### src/rtl/addsub4_sweep.sv
// Exhaustive operand sequencer and result checker for the 4-bit signed add/subtract stage.
// Walks all 512 {op,a,b} vectors, waits SETTLE_CYC cycles, and tallies mismatches.
module addsub4_sweep #(
  parameter int unsigned SETTLE_CYC = 1
) (
  input  logic       clk,
  input  logic       rst_n,
  input  logic       start,
  output logic       op,
  output logic [3:0] a,
  output logic [3:0] b,
  output logic       c_in,
  input  logic [4:0] sum_in,
  input  logic       c_out_in,
  output logic       busy,
  output logic       done,
  output logic [9:0] err_cnt,
  output logic       first_err_valid,
  output logic [8:0] first_err_vec,
  output logic [4:0] last_sum,
  output logic       last_cout
);

  typedef enum logic [2:0] {IDLE, DRIVE, WAIT, CHECK, DONE} state_t;

  localparam logic [3:0] WAIT_LOAD = 4'(SETTLE_CYC - 1);

  state_t     state_q, state_d;
  logic [8:0] vecIdx_q, vecIdx_d;
  logic [3:0] waitCnt_q, waitCnt_d;
  logic [9:0] errCnt_q, errCnt_d;
  logic       firstErrValid_q, firstErrValid_d;
  logic [8:0] firstErrVec_q, firstErrVec_d;
  logic [4:0] lastSum_q, lastSum_d;
  logic       lastCout_q, lastCout_d;

  logic signed [4:0] aExt, bExt;
  logic        [4:0] expSum;

  assign aExt   = {vecIdx_q[7], vecIdx_q[7:4]};
  assign bExt   = {vecIdx_q[3], vecIdx_q[3:0]};
  assign expSum = vecIdx_q[8] ? 5'(aExt - bExt) : 5'(aExt + bExt);

  always_comb begin
    state_d         = state_q;
    vecIdx_d        = vecIdx_q;
    waitCnt_d       = waitCnt_q;
    errCnt_d        = errCnt_q;
    firstErrValid_d = firstErrValid_q;
    firstErrVec_d   = firstErrVec_q;
    lastSum_d       = lastSum_q;
    lastCout_d      = lastCout_q;
    case (state_q)
      IDLE, DONE: begin
        if (start) begin
          state_d         = DRIVE;
          vecIdx_d        = 9'd0;
          errCnt_d        = 10'd0;
          firstErrValid_d = 1'b0;
          firstErrVec_d   = 9'd0;
        end
      end
      DRIVE: begin
        if (SETTLE_CYC > 0) begin
          state_d   = WAIT;
          waitCnt_d = WAIT_LOAD;
        end else begin
          state_d = CHECK;
        end
      end
      WAIT: begin
        if (waitCnt_q == 4'd0) begin
          state_d = CHECK;
        end else begin
          waitCnt_d = waitCnt_q - 4'd1;
        end
      end
      CHECK: begin
        lastSum_d  = sum_in;
        lastCout_d = c_out_in;
        // The very first mismatch of a sweep is latched and never overwritten.
        if (sum_in != expSum) begin
          errCnt_d = errCnt_q + 10'd1;
          if (!firstErrValid_q) begin
            firstErrValid_d = 1'b1;
            firstErrVec_d   = vecIdx_q;
          end
        end
        if (vecIdx_q == 9'd511) begin
          state_d = DONE;
        end else begin
          vecIdx_d = vecIdx_q + 9'd1;
          state_d  = DRIVE;
        end
      end
      default: state_d = IDLE;
    endcase
  end

  always_ff @(posedge clk or negedge rst_n) begin
    if (!rst_n) begin
      state_q         <= IDLE;
      vecIdx_q        <= 9'd0;
      waitCnt_q       <= 4'd0;
      errCnt_q        <= 10'd0;
      firstErrValid_q <= 1'b0;
      firstErrVec_q   <= 9'd0;
      lastSum_q       <= 5'd0;
      lastCout_q      <= 1'b0;
    end else begin
      state_q         <= state_d;
      vecIdx_q        <= vecIdx_d;
      waitCnt_q       <= waitCnt_d;
      errCnt_q        <= errCnt_d;
      firstErrValid_q <= firstErrValid_d;
      firstErrVec_q   <= firstErrVec_d;
      lastSum_q       <= lastSum_d;
      lastCout_q      <= lastCout_d;
    end
  end

  assign op              = vecIdx_q[8];
  assign a               = vecIdx_q[7:4];
  assign b               = vecIdx_q[3:0];
  assign c_in            = 1'b0;
  assign busy            = (state_q == DRIVE) || (state_q == WAIT) || (state_q == CHECK);
  assign done            = (state_q == DONE);
  assign err_cnt         = errCnt_q;
  assign first_err_valid = firstErrValid_q;
  assign first_err_vec   = firstErrVec_q;
  assign last_sum        = lastSum_q;
  assign last_cout       = lastCout_q;

endmodule

### config.mk
export PLATFORM = sky130hd
export DESIGN_NAME = addsub4_sweep
export DESIGN_NICKNAME = d
export VERILOG_FILES = /design/src/rtl/addsub4_sweep.sv
export SDC_FILE = /design/constraint.sdc
export NUM_CORES = 1
export LEC_CHECK = 0
export ABC_AREA = 0
export CORE_MARGIN = 3
export CORE_UTILIZATION = 46
export DETAILED_ROUTE_END_ITERATION = 7
export PLACE_DENSITY = 0.75
export SYNTH_ARGS = -nofsm -noshare
export SYNTH_HDL_FRONTEND = slang
export SYNTH_SLANG_ARGS = --single-unit
### constraint.sdc
create_clock -name clk -period 3 [get_ports clk]
set_input_delay 0.6 -clock clk [delete_from_list [all_inputs] [get_ports clk]]
set_output_delay 0.6 -clock clk [all_outputs]
set_load 0.01 [all_outputs]
==> qor.yml <==
status: "finished clean"
grt_overflow: 0
cts-buffers-inserted: 5
gp_congestion: 0.8648
seq_area_frac_synth_pct: 44.59
pin_count: 47
root_buffer: "clkbuf_8"
initial_core_util_pct: 48.62
postRouteAntennaNets: 0
critPathMaxFanout: 8
vias: 1880
timing.final.crit_share_pct: 93.04
cts_max_level: 2
yosysWarningCount: 0
core-area_um2: 4848
die_x_um: 77.59
cap_violations: 0
syn-num-nets: 250
startpoint_type: "flop"
synth_flop_cell: "dfrtp_1"
cts_tree: "done"
path_clk_slew_ns: 0.08
drt-wirelength-per-cell_um: 14.63
critPathKind: "reg -> reg"
hold_slack_ns: 0.4337
power_density_nw_per_um2: 1050
rrSetupSlack_ns: 0.21
cts_max_path_buffers: 2
synth-async-reset-ratio_pct: 100.0
setup_viol: 0
worstMarginPinSlew_ns: 0.9210
p_leak_nw: 1.396
synth_top_area_share_pct: 44.59
hold_viol: 0
fin_crit_ns: 2.791
worst_clock_skew_ns: 0.007366
dieArea_um2: 6019
grt_antenna_before_repair: 0
required_ns: 3.24
clkSinkCount: 42
nets: 303
insertion_delay_ns: 0.30
rows: 25
drc: 0
io_buffer_count: 45
netlist_area_um2: 2357
grt_pass1_vias: 1802
syn_avg_cell_area_um2: 10.25
synth_area_leaders: "dfrtp_1 (45%), ha_1 (5.3%), a22o_1 (5.2%), nand2_1 (4.9%), xnor2_1 (3.7%)"
max_clock_freq_mhz: 358.3
syn_inst: 230
antenna_cells: 0
synth.distinct_cells: 51
dpl.hpwl_um: 3635
yosys.area.top_type: "dfrtp_1"
finalSetupTns_ns: 0
synth_edf_count: 0
grt_pass1_wl_um: 8700
relSlewSlack_pct: 38.60
syn2layout_area_growth_pct: 29.72
wl_um: 5135
drtPass1Iterations: 4
fp.dieH_um: 77.59
drt_iter0_markers: 105
ir_drop_mv: 0.5808
drive_gt1_share_pct: 11.97
grt_max_degree: 43
slew_violations: 0
hold_path_class: "in -> async"
avgViaCountPerCell: 5.356
grtUsageTotal_pct: 18.29
crit_arrival_ns: 3.03
synth_seq_cells: 42
rsz0062_at_grt: "no"
cp-end-kind: "flop"
## per-stage QoR
stage	utilization [%]	area (µm²)	total power, mW	setup slack [ns]	instances
after floorplan	-	2357	2.111	0.04907	230
after global placement	60.26	2922	2.713	0.08524	343
after detailed placement	60.26	2922	2.741	0.009908	343
after CTS	62.53	3032	3.199	0.02838	351
after global routing	63.07	3058	3.461	0.03483	351
final	63.07	3058	3.210	0.2089	351
## cell usage after synthesis (all sizes together) (3+ instances only)
cell      n
a21o      5
or3       4
inv      10
and3      3
nand2    31
nand3     7
dfrtp    42
o21ai    12
mux2      4
clkbuf    3
a22o     14
nor3      4
nor2     22
ha       10
nor2b     3
xnor2    10
a21oi     5
xor2      3
buf       5
o221ai    4
a2111oi   3
## final timing paths
path                                              start                      endpoint  cells after the start
worst max-delay path            vecIdx_q[1]$_DFFE_PN0P_        err_cnt[8]$_DFFE_PN0P_                      9
worst min-delay path                              rst_n  first_err_vec[2]$_DFFE_PN0P_                      1
worst max register to register  vecIdx_q[1]$_DFFE_PN0P_        err_cnt[8]$_DFFE_PN0P_                      9
worst min register to register    last_cout$_DFFE_PN0P_         last_cout$_DFFE_PN0P_                      2
max in group asynchronous                         rst_n      waitCnt_q[3]$_DFFE_PN0P_                      1
min in group clk                  last_cout$_DFFE_PN0P_         last_cout$_DFFE_PN0P_                      2
## sequential cells by signal (all words and copies together), names as in the netlist
register / count
first_err_vec: 9
err_cnt: 10
first_err_valid: 1
vecIdx_q: 9
last_cout: 1
last_sum: 5
waitCnt_q: 4
state_q: 3
## cells by family (layout without fill, tap and decap cells)
kind of cell / Yosys count / count (layout) / synth area share (%)
AOI/OAI and AO/OA: 52 / 52 / 17.57
xor gates and xnor gates: 16 / 16 / 7.855
adders and majority gates: 11 / 11 / 6.157
buffers and inverters: 18 / 72 / 3.503
DFF: 42 / 42 / 44.59
muxes: 5 / 5 / 2.335
other: 1 / 1 / 0.1591
and+or+nand+nor: 85 / 85 / 17.83
## report_power, final
| part | total [mW] | leakage [nW] | switching, mW | internal (mW) |
|---|---|---|---|---|
| combinational | 1.91 | 0.780 | 0.995 | 0.914 |
| clock | 0.443 | 0.0579 | 0.198 | 0.245 |
| sequential | 0.858 | 0.558 | 0.139 | 0.719 |
## critical path, stage by stage, from the launching register on
cell	delay, ns
dfrtp_1	0.38
inv_1	0.08
ha_1	0.25
mux2_2	0.30
fa_1	0.48
xnor2_1	0.33
nor4_4	0.09
and3_4	0.24
a2111oi_1	0.41
mux2_1	0.18
## layout make-up
| cell class | instances | area, µm² |
|---|---|---|
| fillers | 439 | 1790 |
| repair buffers | 54 | 525.5 |
| multi-input cells | 170 | 1251 |
| clock inverters | 3 | 40.04 |
| clock buffers | 5 | 68.82 |
| inverters | 10 | 37.54 |
| well taps | 67 | 83.83 |
| flip-flops and latches | 42 | 1051 |
## what timing repair did
| item | 4_1_cts | 5_1_grt |
|---|---|---|
| hold buffers | 0 | 0 |
| endpoints found under the setup margin | 2 | 19 |
| gates cloned | 0 | 0 |
| buffers inserted | 0 | 0 |
| resized for setup | 1 | 5 |
| pin swaps | 0 | 4 |
## cell usage in the layout, fill, tap and decap left out, types with 3 or more instances in the layout
cell type | netlist | layout
a21o_1 | 5 | 5
a21oi_1 | 3 | 3
a22o_1 | 14 | 14
buf_4 | 1 | 8
clkbuf_8 | 0 | 5
clkdlybuf4s50_1 | 0 | 44
dfrtp_1 | 42 | 42
ha_1 | 10 | 10
inv_1 | 10 | 10
mux2_2 | 3 | 3
nand2_1 | 31 | 31
nand3_1 | 7 | 6
nor2_1 | 21 | 21
nor3_1 | 4 | 4
o21ai_0 | 7 | 7
o21ai_1 | 4 | 4
o221ai_1 | 4 | 4
or3_1 | 4 | 4
xnor2_1 | 10 | 10
xor2_1 | 3 | 3
## layer usage
| metal | GRT usage (%) | routed length (µm) | vias to the layer above |
|---|---|---|---|
| li1 | - | - | 920 |
| met1 | 25.00 | 2500 | 913 |
| met2 | 28.08 | 2378 | 41 |
| met3 | 3.828 | 167 | 6 |
| met4 | 7.829 | 87 | 0 |
| met5 | 0 | 0 | - |
Power figures use the tool's default switching activity.
